$ cat src/rtl/s10_user_io_ctrl_if.sv
// User I/O bundle for the board-level switch/button/LED controller.
// The master drives raw pins, the LED write port and lamp test. The slave
// returns debounced levels, edge pulses, the write error flag and LED pins.
interface s10_user_io_ctrl_if #(
  parameter int N_IN     = 7,
  parameter int N_LED    = 8,
  parameter int PWM_BITS = 8
);
  localparam int IDX_W = (N_LED > 1) ? $clog2(N_LED) : 1;

  logic [N_IN-1:0]     raw_in;
  logic [N_IN-1:0]     db_level;
  logic [N_IN-1:0]     db_rise;
  logic [N_IN-1:0]     db_fall;
  logic                led_wr_en;
  logic [IDX_W-1:0]    led_wr_idx;
  logic [1:0]          led_wr_mode;
  logic [PWM_BITS-1:0] led_wr_duty;
  logic                led_wr_err;
  logic                led_test;
  logic [N_LED-1:0]    led_out;

  modport master (
    output raw_in, led_wr_en, led_wr_idx, led_wr_mode, led_wr_duty, led_test,
    input  db_level, db_rise, db_fall, led_wr_err, led_out
  );

  modport slave (
    input  raw_in, led_wr_en, led_wr_idx, led_wr_mode, led_wr_duty, led_test,
    output db_level, db_rise, db_fall, led_wr_err, led_out
  );
endinterface

$ cat src/rtl/s10_user_io_ctrl.sv
// Board user-I/O controller: debounces pushbuttons/DIP switches and drives
// LED channels in off / on / blink / PWM modes with a lamp-test override.
// All state runs on clk_fpga_50m; cpu_reset is asynchronous, active-high.
module s10_user_io_ctrl #(
  parameter int              N_IN         = 7,
  parameter logic [N_IN-1:0] IN_RST_VAL   = 7'h7F,
  parameter int              DB_CYCLES    = 500000,
  parameter int              N_LED        = 8,
  parameter int              BLINK_CYCLES = 12500000,
  parameter int              PWM_BITS     = 8,
  parameter int              LED_ACT_LOW  = 1
) (
  input logic              clk_fpga_50m,
  input logic              cpu_reset,
  s10_user_io_ctrl_if.slave io
);

  localparam int CNT_W = $clog2(DB_CYCLES + 1);
  localparam int PRE_W = (BLINK_CYCLES > 1) ? $clog2(BLINK_CYCLES) : 1;

  localparam logic [CNT_W-1:0] DB_LAST  = CNT_W'(DB_CYCLES - 1);
  localparam logic [PRE_W-1:0] PRE_LAST = PRE_W'(BLINK_CYCLES - 1);
  localparam logic [N_LED-1:0] UNLIT    = (LED_ACT_LOW != 0) ? {N_LED{1'b1}}
                                                             : {N_LED{1'b0}};

  localparam logic [1:0] MODE_OFF   = 2'b00;
  localparam logic [1:0] MODE_ON    = 2'b01;
  localparam logic [1:0] MODE_BLINK = 2'b10;
  localparam logic [1:0] MODE_PWM   = 2'b11;

  // Two-flop synchronizer stages for the asynchronous pins
  logic [N_IN-1:0] sync_p0;
  logic [N_IN-1:0] sync_p1;

  // Debounce state
  logic [CNT_W-1:0] db_cnt [N_IN];
  logic [N_IN-1:0]  db_level_q;
  logic [N_IN-1:0]  db_rise_q;
  logic [N_IN-1:0]  db_fall_q;

  // LED configuration and shared timing
  logic [1:0]          mode_q [N_LED];
  logic [PWM_BITS-1:0] duty_q [N_LED];
  logic                wr_in_range;
  logic                wr_ok;
  logic                wr_err_q;
  logic [PWM_BITS-1:0] pwm_cnt;
  logic [PRE_W-1:0]    blink_pre;
  logic                blink_phase;
  logic [N_LED-1:0]    lit;
  logic [N_LED-1:0]    led_out_q;

  // Synchronize raw pins; reset loads the idle level so release is glitch-free
  always_ff @(posedge clk_fpga_50m or posedge cpu_reset) begin
    if (cpu_reset) begin
      sync_p0 <= IN_RST_VAL;
      sync_p1 <= IN_RST_VAL;
    end else begin
      sync_p0 <= io.raw_in;
      sync_p1 <= sync_p0;
    end
  end

  // Per-input persistence counter; the level flips on the DB_CYCLES-th
  // consecutive differing cycle and the matching edge pulse fires with it
  always_ff @(posedge clk_fpga_50m or posedge cpu_reset) begin
    if (cpu_reset) begin
      for (int i = 0; i < N_IN; i++) begin
        db_cnt[i] <= '0;
      end
      db_level_q <= IN_RST_VAL;
      db_rise_q  <= '0;
      db_fall_q  <= '0;
    end else begin
      for (int i = 0; i < N_IN; i++) begin
        db_rise_q[i] <= 1'b0;
        db_fall_q[i] <= 1'b0;
        if (sync_p1[i] == db_level_q[i]) begin
          db_cnt[i] <= '0;
        end else if (db_cnt[i] == DB_LAST) begin
          db_cnt[i]     <= '0;
          db_level_q[i] <= sync_p1[i];
          db_rise_q[i]  <= sync_p1[i];
          db_fall_q[i]  <= ~sync_p1[i];
        end else begin
          db_cnt[i] <= db_cnt[i] + CNT_W'(1);
        end
      end
    end
  end

  assign wr_in_range = (int'(io.led_wr_idx) < N_LED);
  assign wr_ok       = io.led_wr_en && wr_in_range;

  // Channel mode/duty registers; out-of-range writes are dropped
  always_ff @(posedge clk_fpga_50m or posedge cpu_reset) begin
    if (cpu_reset) begin
      for (int i = 0; i < N_LED; i++) begin
        mode_q[i] <= MODE_OFF;
        duty_q[i] <= '0;
      end
    end else if (wr_ok) begin
      mode_q[io.led_wr_idx] <= io.led_wr_mode;
      duty_q[io.led_wr_idx] <= io.led_wr_duty;
    end
  end

  // One-cycle error flag for a write aimed past the last channel
  always_ff @(posedge clk_fpga_50m or posedge cpu_reset) begin
    if (cpu_reset) begin
      wr_err_q <= 1'b0;
    end else begin
      wr_err_q <= io.led_wr_en && !wr_in_range;
    end
  end

  // Free-running PWM counter shared by every PWM channel; wraps naturally
  always_ff @(posedge clk_fpga_50m or posedge cpu_reset) begin
    if (cpu_reset) begin
      pwm_cnt <= '0;
    end else begin
      pwm_cnt <= pwm_cnt + PWM_BITS'(1);
    end
  end

  // Blink prescaler toggles the common phase so all blink channels stay in step
  always_ff @(posedge clk_fpga_50m or posedge cpu_reset) begin
    if (cpu_reset) begin
      blink_pre   <= '0;
      blink_phase <= 1'b0;
    end else if (blink_pre == PRE_LAST) begin
      blink_pre   <= '0;
      blink_phase <= ~blink_phase;
    end else begin
      blink_pre <= blink_pre + PRE_W'(1);
    end
  end

  // Per-channel lit decision; lamp test overrides without touching registers
  always_comb begin
    lit = '0;
    for (int i = 0; i < N_LED; i++) begin
      case (mode_q[i])
        MODE_OFF:   lit[i] = 1'b0;
        MODE_ON:    lit[i] = 1'b1;
        MODE_BLINK: lit[i] = blink_phase;
        MODE_PWM:   lit[i] = (pwm_cnt < duty_q[i]);
        default:    lit[i] = 1'b0;
      endcase
    end
    if (io.led_test) begin
      lit = '1;
    end
  end

  // Registered LED pins with board polarity applied
  always_ff @(posedge clk_fpga_50m or posedge cpu_reset) begin
    if (cpu_reset) begin
      led_out_q <= UNLIT;
    end else begin
      led_out_q <= lit ^ UNLIT;
    end
  end

  assign io.db_level   = db_level_q;
  assign io.db_rise    = db_rise_q;
  assign io.db_fall    = db_fall_q;
  assign io.led_wr_err = wr_err_q;
  assign io.led_out    = led_out_q;

endmodule

$ cat src/flat_wrapper.sv
// flat-port wrapper written by rule: the top's interface ports become plain ports
module s10_user_io_ctrl_flat 
#(
  parameter int              N_IN         = 7,
  parameter logic [N_IN-1:0] IN_RST_VAL   = 7'h7F,
  parameter int              DB_CYCLES    = 500000,
  parameter int              N_LED        = 8,
  parameter int              BLINK_CYCLES = 12500000,
  parameter int              PWM_BITS     = 8,
  parameter int              LED_ACT_LOW  = 1
)
  (clk_fpga_50m, cpu_reset, io_raw_in, io_led_wr_en, io_led_wr_idx, io_led_wr_mode, io_led_wr_duty, io_led_test, io_db_level, io_db_rise, io_db_fall, io_led_wr_err, io_led_out);
  s10_user_io_ctrl_if #(.N_IN(N_IN), .N_LED(N_LED), .PWM_BITS(PWM_BITS)) io_i ();
  input logic clk_fpga_50m;
  input logic cpu_reset;
  input wire logic [$bits(io_i.raw_in)-1:0] io_raw_in;
  input wire logic [$bits(io_i.led_wr_en)-1:0] io_led_wr_en;
  input wire logic [$bits(io_i.led_wr_idx)-1:0] io_led_wr_idx;
  input wire logic [$bits(io_i.led_wr_mode)-1:0] io_led_wr_mode;
  input wire logic [$bits(io_i.led_wr_duty)-1:0] io_led_wr_duty;
  input wire logic [$bits(io_i.led_test)-1:0] io_led_test;
  output wire logic [$bits(io_i.db_level)-1:0] io_db_level;
  output wire logic [$bits(io_i.db_rise)-1:0] io_db_rise;
  output wire logic [$bits(io_i.db_fall)-1:0] io_db_fall;
  output wire logic [$bits(io_i.led_wr_err)-1:0] io_led_wr_err;
  output wire logic [$bits(io_i.led_out)-1:0] io_led_out;
  assign io_i.raw_in = io_raw_in;
  assign io_i.led_wr_en = io_led_wr_en;
  assign io_i.led_wr_idx = io_led_wr_idx;
  assign io_i.led_wr_mode = io_led_wr_mode;
  assign io_i.led_wr_duty = io_led_wr_duty;
  assign io_i.led_test = io_led_test;
  assign io_db_level = io_i.db_level;
  assign io_db_rise = io_i.db_rise;
  assign io_db_fall = io_i.db_fall;
  assign io_led_wr_err = io_i.led_wr_err;
  assign io_led_out = io_i.led_out;
  s10_user_io_ctrl #(.N_IN(N_IN), .IN_RST_VAL(IN_RST_VAL), .DB_CYCLES(DB_CYCLES), .N_LED(N_LED), .BLINK_CYCLES(BLINK_CYCLES), .PWM_BITS(PWM_BITS), .LED_ACT_LOW(LED_ACT_LOW)) u_core (.clk_fpga_50m(clk_fpga_50m), .cpu_reset(cpu_reset), .io(io_i));
endmodule
$ cat config.mk
export PLATFORM = sky130hd
export DESIGN_NAME = s10_user_io_ctrl_flat
export DESIGN_NICKNAME = d
export VERILOG_FILES = /design/src/rtl/s10_user_io_ctrl_if.sv /design/src/rtl/s10_user_io_ctrl.sv /design/src/flat_wrapper.sv
export SDC_FILE = /design/constraint.sdc
export NUM_CORES = 1
export LEC_CHECK = 0
export ABC_AREA = 1
export CAP_MARGIN = 20
export CORE_UTILIZATION = 58
export DETAILED_ROUTE_END_ITERATION = 8
export DONT_BUFFER_PORTS = 1
export PLACE_DENSITY = 0.76
export SYNTH_ARGS = -nofsm -noshare
export SYNTH_HDL_FRONTEND = slang
export SYNTH_SLANG_ARGS = --single-unit
$ cat constraint.sdc
create_clock -name clk_fpga_50m -period 9.06 [get_ports clk_fpga_50m]
set_clock_uncertainty 0.1 [all_clocks]
set_input_delay 0.906 -clock clk_fpga_50m [delete_from_list [all_inputs] [get_ports clk_fpga_50m]]
set_output_delay 0.906 -clock clk_fpga_50m [all_outputs]
set_load 0.01 [all_outputs]
==> impl_metrics.json <==
{
  "clkTransAtPathRegs_ns": 0.06,
  "ir_drop_mv": 0.1398,
  "grt_pass1_wl_microns": 52340,
  "final-max-slew-violation-count": 0,
  "wl_per_cell_microns": 13.58,
  "antenna_found_initial": 0,
  "cts_resized": 0,
  "via_per_inst": 5.313,
  "boundaryPins": 54,
  "ctsRootBufferMaster": "clkbuf_16",
  "tightestPinTransition_ns": 0.8805,
  "sw_frac_of_total_pct": 24.04,
  "grt_overflow_total": 0,
  "p_comb_share_pct": 8.5,
  "finalCritPeriodShare_pct": 23.84,
  "dp_hpwl_microns": 20940,
  "cap_violations": 0,
  "power.total_uw": 2990,
  "fin_nets": 1943,
  "synth_seq_cells": 289,
  "yosysWarnings": 0,
  "area_growth_pct": 9.431,
  "p_leak_uw": 0.007789,
  "grt_max_degree": 164,
  "setup_viol": 0,
  "p_int_uw": 2271,
  "antennaDiodeCount": 0,
  "cts.htree.levels": 1,
  "path_class": "reg -> out",
  "rrSetupSlack_ns": 6.95,
  "io_buffers": 0,
  "path_max_fanout": 5,
  "finalHoldViolCount": 0,
  "drive_gt1_share_pct": 10.81,
  "worstPathRequired_ns": 8.05,
  "grt_pass1_vias": 11520,
  "ys_types": 46,
  "drcViolationCount": 0,
  "ant_nets": 0,
  "syn_nets": 1931,
  "rsz0062_at_grt": "no",
  "firstDrtPassIters": 5,
  "syn_inst": 1842,
  "arrival_ns": 1.15,
  "p_seq_share_pct": 47.9,
  "dieArea_sq_um": 26820,
  "gp_congestion": 0.9302,
  "fp.coreArea_sq_um": 25400,
  "cts_sinks": 289,
  "grt_usage_pct": 23.72,
  "fin_tns_setup_ns": 0,
  "min_path_type": "in -> async",
  "async_reset_ff_share_pct": 100.0,
  "synth.avg_cell_area_sq_um": 8.239,
  "cts_setup_buffers": 0,
  "die_x_microns": 163.8,
  "outcome": "finished clean",
  "drtIter0Drc": 729,
  "fin_crit_ns": 2.159,
  "fmax_ghz": 0.4631,
  "vias": 11730,
  "hold_buffers": 0,
  "fp.dieH_microns": 163.8,
  "synth_edf_count": 0,
  "synth_ff_type": "dfrtp_1",
  "row_count": 58,
  "worstReg2RegStart": "u_core.blink_pre[0]$_DFF_PP0_",
  "final_util_pct": 65.39,
  "clk_latency_ns": 0.55,
  "start_util_pct": 59.75,
  "worstReg2RegEnd": "u_core.blink_pre[19]$_DFF_PP0_",
  "start_kind": "register",
  "routed_wl_microns": 29980,
  "power_density_nw_per_um2": 180.0,
  "rr_worst_depth": 8,
  "power.switching_uw": 718.8,
  "synth_seq_area_share_pct": 47.89,
  "netlist_area_sq_um": 15180,
  "endpoint_kind": "primary output",
  "max_slew_margin_pct": 41.30,
  "cts_tree": "done",
  "p_clk_share_pct": 43.6,
  "cts_buffers": 30,
  "clock_path_buffers": 3
}
==> worst register-to-register path: cells and delay by family (launching register included) <==
family                     cells  cell delay, ns
DFF                            1            0.44
adders and majority gates      1            0.26
and+or+nand+nor                6            1.12
buffers and inverters          1            0.05
==> area by class of cell <==
type	instances	area, sq um
fill	2079	8791
clock inverter	14	187.7
inverter	276	1047
sequential	289	7268
tap	330	412.9
multi-input combinational	1254	6766
clock buffer	42	887.1
timing repair buffer	3	38.79
==> logic make-up after synthesis <==
group | synth area share (%)
buf+inv | 7.560
compound gates | 6.430
other cells | 0.02471
xor+xnor | 4.040
flops | 47.89
fa+ha+maj | 5.359
simple gates | 28.70
==> routing by layer <==
metal / wire length, microns / share of wire (%) / GRT usage, %
met1: 13770 / 46 / 31.89
met5: 0 / 0 / 0
met2: 14340 / 48 / 40.70
met3: 1345 / 4.5 / 3.384
met4: 518 / 1.7 / 5.387
==> stage by stage <==
step | area, sq um | setup WS [ns] | cells | hold slack [ns]
global route | 16610 | 6.770 | 2208 | 0.2270
global placement | 15510 | 6.612 | 2150 | 0.2457
floorplan | 15180 | 0.1246 | 1842 | 0.2452
CTS | 16590 | 6.877 | 2206 | 0.2257
detailed placement | 15510 | 6.608 | 2150 | 0.2475
finish | 16610 | 6.901 | 2208 | 0.2321
==> sequential cells by signal, summed over array words and instances (netlist names) <==
| register | flops |
|---|---|
| u_core.blink_phase | 1 |
| u_core.blink_pre | 24 |
| u_core.db_cnt | 133 |
| u_core.duty_q | 64 |
| u_core.io.db_fall | 7 |
| u_core.io.db_level | 7 |
| u_core.io.db_rise | 7 |
| u_core.io.led_out | 8 |
| u_core.mode_q | 16 |
| u_core.pwm_cnt | 8 |
| u_core.sync_p0 | 7 |
| u_core.sync_p1 | 7 |
==> power groups by stage <==
| stage | clock [uW] | combinational (uW) | sequential [uW] |
|---|---|---|---|
| after floorplan | 0 | 201 | 1440 |
| after global placement | 0 | 240 | 1450 |
| after detailed placement | 0 | 255 | 1450 |
| after CTS | 1330 | 259 | 1430 |
| after global routing | 1380 | 306 | 1440 |
| final | 1300 | 255 | 1430 |
==> cell usage after synthesis, drive strengths merged (4+ instances only) <==
cell type,instances,area (sq um)
nand2,401,1555
nor2,317,1441
inv,274,1031
dfrtp,260,6506
o21ai,96,484.2
nor3,82,490.5
nand3,77,415.4
ha,65,813.3
a21oi,64,324.1
xor2,59,516.8
nand4,38,304.0
dfstp,29,762.0
clkbuf,17,63.81
nor3b,11,82.58
xnor2,11,96.34
a21o,7,52.55
a31oi,7,43.79
buf,6,43.79
a211oi,4,30.03
and3,4,25.02
==> worst max path at each step <==
stage | startpoint | endpoint | depth (start not counted)
2_1_floorplan | cpu_reset | u_core.blink_phase$_DFFE_PP0N_ | 1
3_3_place_gp | cpu_reset | u_core.duty_q[58]$_DFFE_PP0P_ | 2
3_5_place_dp | cpu_reset | u_core.duty_q[26]$_DFFE_PP0P_ | 2
4_1_cts | u_core.io.db_level[6]$_DFFE_PP1P_ | io_db_level[6] | 0
5_1_grt | u_core.blink_pre[0]$_DFF_PP0_ | u_core.blink_pre[19]$_DFF_PP0_ | 8
6_report | u_core.io.db_level[0]$_DFFE_PP1P_ | io_db_level[0] | 0
==> cells in the final DEF, fill, tap and decap left out, drive strengths merged, types with 29 or more instances in the layout <==
cell type,n
nor2,317
dfstp,29
dfrtp,260
nand3,77
o21ai,96
ha,65
nand4,38
nor3,82
inv,275
nand2,401
a21oi,64
clkbuf,42
xor2,59
(Power assumes the default switching activity.)
